==> config.mk <==
export PLATFORM = sky130hd
export DESIGN_NAME = ah_credit_tx
export DESIGN_NICKNAME = d
export VERILOG_FILES = /design/src/rtl/ah_credit_pkg.sv /design/src/rtl/ah_sync_fifo.sv /design/src/rtl/ah_credit_tx.sv
export SDC_FILE = /design/constraint.sdc
export NUM_CORES = 1
export LEC_CHECK = 0
export ABC_AREA = 1
export CELL_PAD_IN_SITES_DETAIL_PLACEMENT = 0
export CELL_PAD_IN_SITES_GLOBAL_PLACEMENT = 1
export CORE_ASPECT_RATIO = 0.5
export CORE_MARGIN = 3
export CORE_UTILIZATION = 47
export CTS_BUF_LIST = sky130_fd_sc_hd__clkbuf_8 sky130_fd_sc_hd__clkbuf_16
export DETAILED_ROUTE_END_ITERATION = 10
export GPL_ROUTABILITY_DRIVEN = 0
export GPL_TIMING_DRIVEN = 0
export PLACE_DENSITY = 0.87
export SETUP_SLACK_MARGIN = 0.2
export SLEW_MARGIN = 5
export SYNTH_ARGS = -nofsm -noshare
export SYNTH_HDL_FRONTEND = slang
export SYNTH_SLANG_ARGS = --single-unit
==> constraint.sdc <==
create_clock -name clk -period 4.4 [get_ports clk]
set_input_delay 0.88 -clock clk [delete_from_list [all_inputs] [get_ports clk]]
set_output_delay 0.88 -clock clk [all_outputs]
set_load 0.005 [all_outputs]
==> src/rtl/ah_credit_pkg.sv <==
// Shared defaults and helpers for the credit-based transmit stage.
// CNT_W sizes a counter that must represent 0..CREDITS inclusive.
package ah_credit_pkg;

  localparam int DEF_DATA_W    = 8;
  localparam int DEF_CREDITS   = 10;
  localparam int DEF_BUF_DEPTH = 4;

  function automatic int CNT_W(input int credits);
    return $clog2(credits + 1);
  endfunction

endpackage

==> src/rtl/ah_sync_fifo.sv <==
// Small synchronous FIFO with wrap-bit pointers.
// The extra MSB on each pointer distinguishes full from empty when the indices match.
module ah_sync_fifo
  import ah_credit_pkg::*;
#(
  parameter int DATA_W = DEF_DATA_W,
  parameter int DEPTH  = DEF_BUF_DEPTH
) (
  input  logic                     clk,
  input  logic                     rstn,
  input  logic                     i_push,
  input  logic [DATA_W-1:0]        i_data,
  input  logic                     i_pop,
  output logic [DATA_W-1:0]        o_head,
  output logic                     o_full,
  output logic                     o_empty,
  output logic [$clog2(DEPTH):0]   o_count
);

  localparam int AW = $clog2(DEPTH);
  localparam logic [AW:0] PTR_ONE = (AW+1)'(1);

  logic [AW:0]       r_wr_ptr;
  logic [AW:0]       r_rd_ptr;
  logic [DATA_W-1:0] r_mem [DEPTH];

  always_ff @(posedge clk or negedge rstn) begin
    if (!rstn) begin
      r_wr_ptr <= '0;
      r_rd_ptr <= '0;
    end else begin
      if (i_push) r_wr_ptr <= r_wr_ptr + PTR_ONE;
      if (i_pop)  r_rd_ptr <= r_rd_ptr + PTR_ONE;
    end
  end

  // Storage needs no reset: entries are only read after being written.
  always_ff @(posedge clk) begin
    if (i_push) r_mem[r_wr_ptr[AW-1:0]] <= i_data;
  end

  assign o_head  = r_mem[r_rd_ptr[AW-1:0]];
  assign o_empty = (r_wr_ptr == r_rd_ptr);
  assign o_full  = (r_wr_ptr[AW-1:0] == r_rd_ptr[AW-1:0]) && (r_wr_ptr[AW] != r_rd_ptr[AW]);
  assign o_count = r_wr_ptr - r_rd_ptr;

endmodule

==> src/rtl/ah_credit_tx.sv <==
// Credit-based transmit stage: buffers producer beats and forwards them as
// single-cycle write pulses to the downstream FIFO while credits are held.
module ah_credit_tx
  import ah_credit_pkg::*;
#(
  parameter int DATA_W    = DEF_DATA_W,
  parameter int CREDITS   = DEF_CREDITS,
  parameter int BUF_DEPTH = DEF_BUF_DEPTH
) (
  input  logic                        clk,
  input  logic                        rstn,
  input  logic [DATA_W-1:0]           in_data,
  input  logic                        in_valid,
  output logic                        in_ready,
  output logic [DATA_W-1:0]           out_data,
  output logic                        out_valid,
  input  logic                        credit_in,
  output logic [CNT_W(CREDITS)-1:0]   credit_cnt,
  output logic                        idle,
  output logic                        credit_err
);

  // Handshake: a beat transfers on a rising edge where in_valid && in_ready;
  // in_ready depends only on registered occupancy, never on in_valid.

  localparam int CW = CNT_W(CREDITS);
  localparam int AW = $clog2(BUF_DEPTH);
  localparam logic [CW-1:0] C_MAX = CW'(CREDITS);
  localparam logic [CW-1:0] C_ONE = CW'(1);

  logic              w_push;
  logic              w_issue;
  logic              w_full;
  logic              w_empty;
  logic [AW:0]       w_count;
  logic [DATA_W-1:0] w_head;
  logic [CW-1:0]     w_credit_nxt;
  logic              w_overflow;

  logic [CW-1:0]     r_credit_cnt;
  logic              r_out_valid;
  logic [DATA_W-1:0] r_out_data;
  logic              r_credit_err;

  ah_sync_fifo #(
    .DATA_W (DATA_W),
    .DEPTH  (BUF_DEPTH)
  ) u_buf (
    .clk     (clk),
    .rstn    (rstn),
    .i_push  (w_push),
    .i_data  (in_data),
    .i_pop   (w_issue),
    .o_head  (w_head),
    .o_full  (w_full),
    .o_empty (w_empty),
    .o_count (w_count)
  );

  assign w_push  = in_valid && !w_full;
  // Issue looks only at pre-edge occupancy, so a beat pushed this edge waits a cycle.
  assign w_issue = !w_empty && (r_credit_cnt != '0);

  always_comb begin
    w_credit_nxt = r_credit_cnt;
    w_overflow   = 1'b0;
    if (w_issue && !credit_in) begin
      w_credit_nxt = r_credit_cnt - C_ONE;
    end else if (!w_issue && credit_in) begin
      if (r_credit_cnt == C_MAX) w_overflow = 1'b1;
      else                       w_credit_nxt = r_credit_cnt + C_ONE;
    end
  end

  always_ff @(posedge clk or negedge rstn) begin
    if (!rstn) begin
      r_credit_cnt <= C_MAX;
      r_out_valid  <= 1'b0;
      r_out_data   <= '0;
      r_credit_err <= 1'b0;
    end else begin
      r_credit_cnt <= w_credit_nxt;
      r_out_valid  <= w_issue;
      if (w_issue)    r_out_data   <= w_head;
      if (w_overflow) r_credit_err <= 1'b1;
    end
  end

  assign in_ready   = !w_full;
  assign out_valid  = r_out_valid;
  assign out_data   = r_out_data;
  assign credit_cnt = r_credit_cnt;
  assign credit_err = r_credit_err;
  assign idle       = (w_count == '0) && (r_credit_cnt == C_MAX);

endmodule

==> results.cfg, run 1 <==
[global_route]
grt_first_pass_wirelength_mm = 7.53
leftover_overflow_at_the_end_of_global_routing = 0
grt_util_all_layers = 0.161
maximum_number_of_pins_on_one_net_before_global_route_repair = 21
grt_pass1_vias = 1557
grt_antenna_before_repair = 0

[die]
standard_cell_rows = 17
coreArea_mm2 = 0.00466
start_util = 0.516
fp.dieArea_mm2 = 0.00606
die_outline_width_um = 107
die_h_um = 56.6
io-pin-count = 28

[route]
drt-wirelength-per-cell_um = 13.0
drt_drc_violations_left = 0
dr.first_iter.drc_count = 63
first_pass_iters = 4
dr_total_vias = 1592
post_drt_via_cell_ratio = 4.77
drt_total_wl_mm = 4.36
final_antenna_net_count = 0

[cells_and_area]
diode_count = 0
num-nets-final = 291
syn2layout_area_growth_pct = 19.3
multi_input_comb_area_um2 = 790
drive_above_1_share = 0.0933
fin_cells = 334
seqCellArea_mm2 = 0.00146
filler_cell_count = 388

[yosys]
synth.lib_cells_used.distinct = 26
synthesis.area_mm2 = 0.00240
post_synth_inst_count = 233
synth_top_cells_by_area = sky130_fd_sc_hd__edfxtp_1 40%, sky130_fd_sc_hd__dfrtp_1 19%, sky130_fd_sc_hd__nand2_1 13%
synth_largest_area_cell = sky130_fd_sc_hd__edfxtp_1
yosysWarningCount = 0
synth.avg_cell_area_um2 = 10.3
syn_nets = 257
post-synth-top-area-fraction = 0.400
yosys_register_bits = 52
post_synthesis_sequential_area_ratio = 0.609

[cts]
clk_pin_slew_ns = 0.10
cts-htree-levels = 2
worst_skew_pair.late_latency_ns = 0.30
cts.hold.buffers_added = 0
cts_root_buf = sky130_fd_sc_hd__clkbuf_8
cts_setup_buffers = 0
cts_buffer_depth = 2
tritoncts.num_buffers = 5
tritoncts = yes
cts_resized = 0
cts.sinks = 52

[job]
max_cap_viol_count = 0

[run_status]
outcome = completed

[critical_path]
worst-r2r-cell-count = 17
worst_ep_arrival_time_ns = 2.43
timing.critical_path.to_type = output pin
critical_path_start_type = flip-flop
timing.setup.critical_path_class = reg2out
worst_ep_required_time_ns = 3.52
crit_path_max_fanout = 10
slack_of_the_worst_reg_to_reg_path_ns = 1.48

[sta]
finalClockSkew_ns = 0.00568
max_slew.worst_pin.slew_ns = 0.950
totalNegativeSetupSlack_ns = 0
report.final.setup_viol = 0
hold_viol = 0
timing.final.max_slew_violations = 0
fin_worst_hold_slack_ns = 0.485
timing.fmax_mhz = 302
maxSlewHeadroom = 0.365
setup_repair_after_global_routing_missed_its_margin = no
final_period_minus_worst_setup_slack_ns = 3.31
final_min_period_over_clock_period = 0.752

[place]
total_placed_cells_including_tap_cells = 326
place.detailed.hpwl_mm = 3.03
place.port_buffers = 27

[pwr]
vdd_ir_drop_max_mv = 0.296
power.total_mw = 2.21
cellLeakagePower_nw = 1.26
power_per_cell_area_mw_per_mm2 = 772

[hold_path]
whs_path_depth = 2
hold_path_class = reg2reg
cells by family (layout without fill, tap and decap cells):
family / after synthesis / count (layout) / share of synthesized area
buffers and inverters: 29 / 64 / 0.0620
adders and majority gates: 12 / 12 / 0.0656
AOI/OAI and AO/OA: 22 / 22 / 0.0469
and+or+nand+nor: 113 / 113 / 0.198
xor gates and xnor gates: 5 / 5 / 0.0182
DFF: 52 / 52 / 0.609
power breakdown:
group	internal (mW)	total (mW)	switching (mW)
logic	0.466	1.09	0.629
clock network	0.170	0.330	0.160
registers	0.702	0.788	0.0868
total	1.34	2.21	0.876
state kept, by name (all words and copies together) (netlist names):
signal          cells
credit_err          1
u_buf.r_mem        32
out_valid           1
u_buf.r_rd_ptr      3
u_buf.r_wr_ptr      3
credit_cnt          4
out_data            8
layout by cell type, fill, tap and decap left out, types with 3 or more instances in the layout:
master and instances:
sky130_fd_sc_hd__inv_1 21, sky130_fd_sc_hd__edfxtp_1 32, sky130_fd_sc_hd__dfrtp_1 18, sky130_fd_sc_hd__buf_6 4
sky130_fd_sc_hd__o21ai_1 6, sky130_fd_sc_hd__nand3_1 5, sky130_fd_sc_hd__o21ai_0 14, sky130_fd_sc_hd__nor2_1 14
sky130_fd_sc_hd__nand2_1 86, sky130_fd_sc_hd__clkdlybuf4s50_1 27, sky130_fd_sc_hd__ha_1 11, sky130_fd_sc_hd__clkbuf_8 5
sky130_fd_sc_hd__xor2_1 3
worst paths after layout:
kind	startpoint	to
setup reg to reg	u_buf.r_rd_ptr[1]	credit_cnt[3]
max in group asynchronous	rstn	out_data[1]
setup / recovery	u_buf.r_rd_ptr[1]	idle
min in group asynchronous	rstn	out_data[7]
hold / removal	out_data[7]	out_data[7]
hold reg to reg	out_data[7]	out_data[7]
final cells by class:
class | count | share of cell area
Clock inverter | 3 | 0.0148
Buffer | 6 | 0.0210
Tap cell | 66 | 0.0288
Sequential cell | 52 | 0.511
Multi-Input combinational cell | 152 | 0.275
Clock buffer | 5 | 0.0240
Timing Repair Buffer | 27 | 0.0943
Inverter | 23 | 0.0310
per-layer routing:
metal | vias to the layer above | wire length, um | track usage
met5 | - | 0 | 0
met2 | 25 | 2010 | 0.252
met4 | 0 | 8 | 0.0383
met3 | 3 | 186 | 0.0413
met1 | 752 | 2150 | 0.227
li1 | 812 | - | -
critical path: stages (launching register included):
cell and delay, ns:
sky130_fd_sc_hd__dfrtp_1 0.37, sky130_fd_sc_hd__buf_4 0.17, sky130_fd_sc_hd__clkinv_1 0.27, sky130_fd_sc_hd__ha_1 0.40, sky130_fd_sc_hd__a21oi_1 0.18, sky130_fd_sc_hd__xor2_1 0.09, sky130_fd_sc_hd__nor2_1 0.13, sky130_fd_sc_hd__clkdlybuf4s50_1 0.52
synthesized netlist by cell type:
library cell,count
sky130_fd_sc_hd__nand2_1,86
sky130_fd_sc_hd__edfxtp_1,32
sky130_fd_sc_hd__inv_1,20
sky130_fd_sc_hd__dfrtp_1,18
sky130_fd_sc_hd__nor2_1,14
sky130_fd_sc_hd__o21ai_0,14
sky130_fd_sc_hd__ha_1,11
sky130_fd_sc_hd__o21ai_1,6
sky130_fd_sc_hd__nand3_1,5
sky130_fd_sc_hd__buf_6,4
sky130_fd_sc_hd__xor2_1,3
sky130_fd_sc_hd__buf_4,2
sky130_fd_sc_hd__dfstp_2,2
sky130_fd_sc_hd__nand2_2,2
sky130_fd_sc_hd__nand2_4,2
sky130_fd_sc_hd__xnor2_1,2
sky130_fd_sc_hd__a21oi_1,1
sky130_fd_sc_hd__clkinv_1,1
sky130_fd_sc_hd__fa_1,1
sky130_fd_sc_hd__inv_2,1
sky130_fd_sc_hd__inv_4,1
sky130_fd_sc_hd__nand3_2,1
sky130_fd_sc_hd__nand3_4,1
sky130_fd_sc_hd__nor2_2,1
sky130_fd_sc_hd__o21bai_1,1
sky130_fd_sc_hd__or2_2,1
stage by stage:
stage                util  area, um^2  setup slack [ns]
floorplan               -        2400              1.87
global route        0.615        2870             0.862
global placement    0.591        2760              1.46
detailed placement  0.591        2760              1.42
CTS                 0.615        2870              1.05
finish              0.615        2870              1.09
No activity file was read; power rests on OpenSTA's default activity.
==> run 2: changes to the inputs <==
--- a/config.mk
+++ b/config.mk
@@ -10,12 +10,12 @@
 export CELL_PAD_IN_SITES_GLOBAL_PLACEMENT = 1
 export CORE_ASPECT_RATIO = 0.5
 export CORE_MARGIN = 3
-export CORE_UTILIZATION = 47
+export CORE_UTILIZATION = 43
 export CTS_BUF_LIST = sky130_fd_sc_hd__clkbuf_8 sky130_fd_sc_hd__clkbuf_16
 export DETAILED_ROUTE_END_ITERATION = 10
 export GPL_ROUTABILITY_DRIVEN = 0
 export GPL_TIMING_DRIVEN = 0
-export PLACE_DENSITY = 0.87
+export PLACE_DENSITY = 0.81
 export SETUP_SLACK_MARGIN = 0.2
 export SLEW_MARGIN = 5
 export SYNTH_ARGS = -nofsm -noshare
==> constraint.sdc (replaced) <==
create_clock -name clk -period 3.4 [get_ports clk]
set_input_delay 0.68 -clock clk [delete_from_list [all_inputs] [get_ports clk]]
set_output_delay 0.68 -clock clk [all_outputs]
set_load 0.005 [all_outputs]
==> results.cfg, run 2 (synthesis results as in run 1) <==
[run_status]
outcome = completed

[pwr]
power_per_cell_area_mw_per_mm2 = 977
power.total_mw = 2.79
cellLeakagePower_nw = 1.25
vdd_ir_drop_max_mv = 0.432

[route]
highest-signal-layer = met4
drt-wirelength-per-cell_um = 13.0
met2_wirelength_mm = 2.14
first_pass_iters = 4
drt_total_wl_mm = 4.39
dr_total_vias = 1576
final_antenna_net_count = 0
met3_length_um = 207
post_drt_via_cell_ratio = 4.66
drt_drc_violations_left = 0
drt-met1-wl_mm = 2.00
dr.first_iter.drc_count = 71

[sta]
totalNegativeSetupSlack_ns = 0
max_slew.worst_pin.slew_ns = 0.989
report.final.setup_viol = 0
finalClockSkew_ns = 0.00649
final_period_minus_worst_setup_slack_ns = 3.01
timing.fmax_mhz = 332
maxSlewHeadroom = 0.339
setup_repair_after_global_routing_missed_its_margin = no
fin_worst_hold_slack_ns = 0.487
hold_viol = 0
timing.final.max_slew_violations = 0
final_min_period_over_clock_period = 0.886

[critical_path]
crit_path_max_fanout = 10
worst_ep_arrival_time_ns = 2.33
cp_cell_sequence = buf_4, clkinvlp_4, ha_1, a21oi_1, xor2_1, nor2_1, clkdlybuf4s50_1
slack_of_the_worst_reg_to_reg_path_ns = 0.57
critical_path.slowest_cell = sky130_fd_sc_hd__clkdlybuf4s50_1
worst_ep_required_time_ns = 2.72
critical_path.max_stage_delay_ns = 0.51
worstReg2RegEnd = credit_cnt[3]
critical_path_buf_inv_count = 3
worst-r2r-cell-count = 17
cp_top_family = buffers and inverters
critical_path_start_type = flip-flop
reg2reg_from = u_buf.r_rd_ptr[1]
critical_path_cell_count = 7
timing.setup.critical_path_class = reg2out
timing.critical_path.to_type = output pin

[global_route]
maximum_number_of_pins_on_one_net_before_global_route_repair = 21
grt_util_all_layers = 0.149
leftover_overflow_at_the_end_of_global_routing = 0
grt_pass1_vias = 1568
grt_antenna_before_repair = 0
grt_first_pass_wirelength_mm = 7.50

[cts]
tritoncts = yes
tritoncts.num_buffers = 5
cts-htree-levels = 2
cts_setup_buffers = 0
cts.sinks = 52
worst_skew_pair.late_latency_ns = 0.30
cts.hold.buffers_added = 0
cts_root_buf = sky130_fd_sc_hd__clkbuf_8
cts_buffer_depth = 2
clk_pin_slew_ns = 0.10

[cells_and_area]
most-common-layout-cells = 86 x sky130_fd_sc_hd__nand2_1, 32 x sky130_fd_sc_hd__edfxtp_1, 27 x sky130_fd_sc_hd__clkdlybuf4s50_1
largest_reg_flops = 32
post-route-cell-area_mm2 = 0.00286
post-route-util = 0.554
most_common_cell_after_layout_fill_and_taps_aside = sky130_fd_sc_hd__nand2_1
drive_above_1_share = 0.101
num-nets-final = 291
filler_cell_count = 449
diode_count = 0
syn2layout_area_growth_pct = 18.9

[hold_path]
whs_path_depth = 2
whs_endpoint = out_data[0]
hold_path_class = reg2reg
worstHoldStart = out_data[0]

[die]
io-pin-count = 28
fp.dieArea_mm2 = 0.00657
start_util = 0.466
die_h_um = 58.9
die_outline_width_um = 112
standard_cell_rows = 18
coreArea_mm2 = 0.00516

[place]
placement.cell_area_mm2 = 0.00276
place.detailed.hpwl_mm = 3.07
place.port_buffers = 27

[job]
max_cap_viol_count = 0
==> run 2: repair_timing <==
action	in CTS	in global routing
endpoints found under the setup margin	0	1
endpoints found under the hold margin	0	0
resized for setup	0	1
==> run 2: how the worst max path moves through the flow <==
| stage | endpoint | slack, ns | from |
|---|---|---|---|
| floorplan | credit_cnt[3] | 0.87 | u_buf.r_rd_ptr[1] |
| global placement | credit_cnt[3] | 0.47 | u_buf.r_rd_ptr[1] |
| detailed placement | credit_cnt[3] | 0.47 | u_buf.r_rd_ptr[1] |
| CTS | idle | 0.27 | u_buf.r_rd_ptr[1] |
| global route | idle | 0.24 | u_buf.r_rd_ptr[1] |
| finish | idle | 0.39 | u_buf.r_rd_ptr[1] |
==> run 2: cell type report <==
type	count	area [um^2]	area share
inverter	23	92.6	0.0324
timing repair buffer	27	270	0.0947
clock inverter	3	22.5	0.00789
multi-input combinational	152	790	0.277
tap	70	87.6	0.0307
sequential	52	1460	0.513
buffer	6	60.1	0.0210
clock buffer	5	68.8	0.0241
==> run 2: power breakdown <==
group	total, mW	switching [mW]	internal (mW)
Combinational	1.42	0.813	0.603
Sequential	1.02	0.112	0.908
Clock	0.354	0.206	0.148
==> run 2: worst reg2reg max path, cell delays in order (launching register included) <==
cell and delay (ns):
sky130_fd_sc_hd__dfrtp_1 0.37, sky130_fd_sc_hd__buf_4 0.19, sky130_fd_sc_hd__clkinvlp_4 0.22, sky130_fd_sc_hd__ha_1 0.36, sky130_fd_sc_hd__nand2_1 0.06, sky130_fd_sc_hd__inv_1 0.10
sky130_fd_sc_hd__nand3_2 0.10, sky130_fd_sc_hd__nand2_4 0.09, sky130_fd_sc_hd__inv_2 0.04, sky130_fd_sc_hd__buf_6 0.14, sky130_fd_sc_hd__ha_1 0.23, sky130_fd_sc_hd__ha_1 0.32
sky130_fd_sc_hd__or2_2 0.32, sky130_fd_sc_hd__nand2_1 0.07, sky130_fd_sc_hd__nand2_1 0.04, sky130_fd_sc_hd__nand2_1 0.05, sky130_fd_sc_hd__nand2_1 0.04, sky130_fd_sc_hd__nand2_1 0.05
==> run 2: per-layer routing <==
layer  GRT usage  vias up
met5           0        -
met3      0.0370        6
met2       0.260       29
met4      0.0364        0
li1            -      814
met1       0.191      727
==> run 2: per-stage QoR <==
stage          std cells  setup WS [ns]
6_report             338          0.387
5_1_grt              338          0.238
4_1_cts              338          0.269
3_5_place_dp         330          0.474
3_3_place_gp         330          0.473
2_1_floorplan        233          0.868
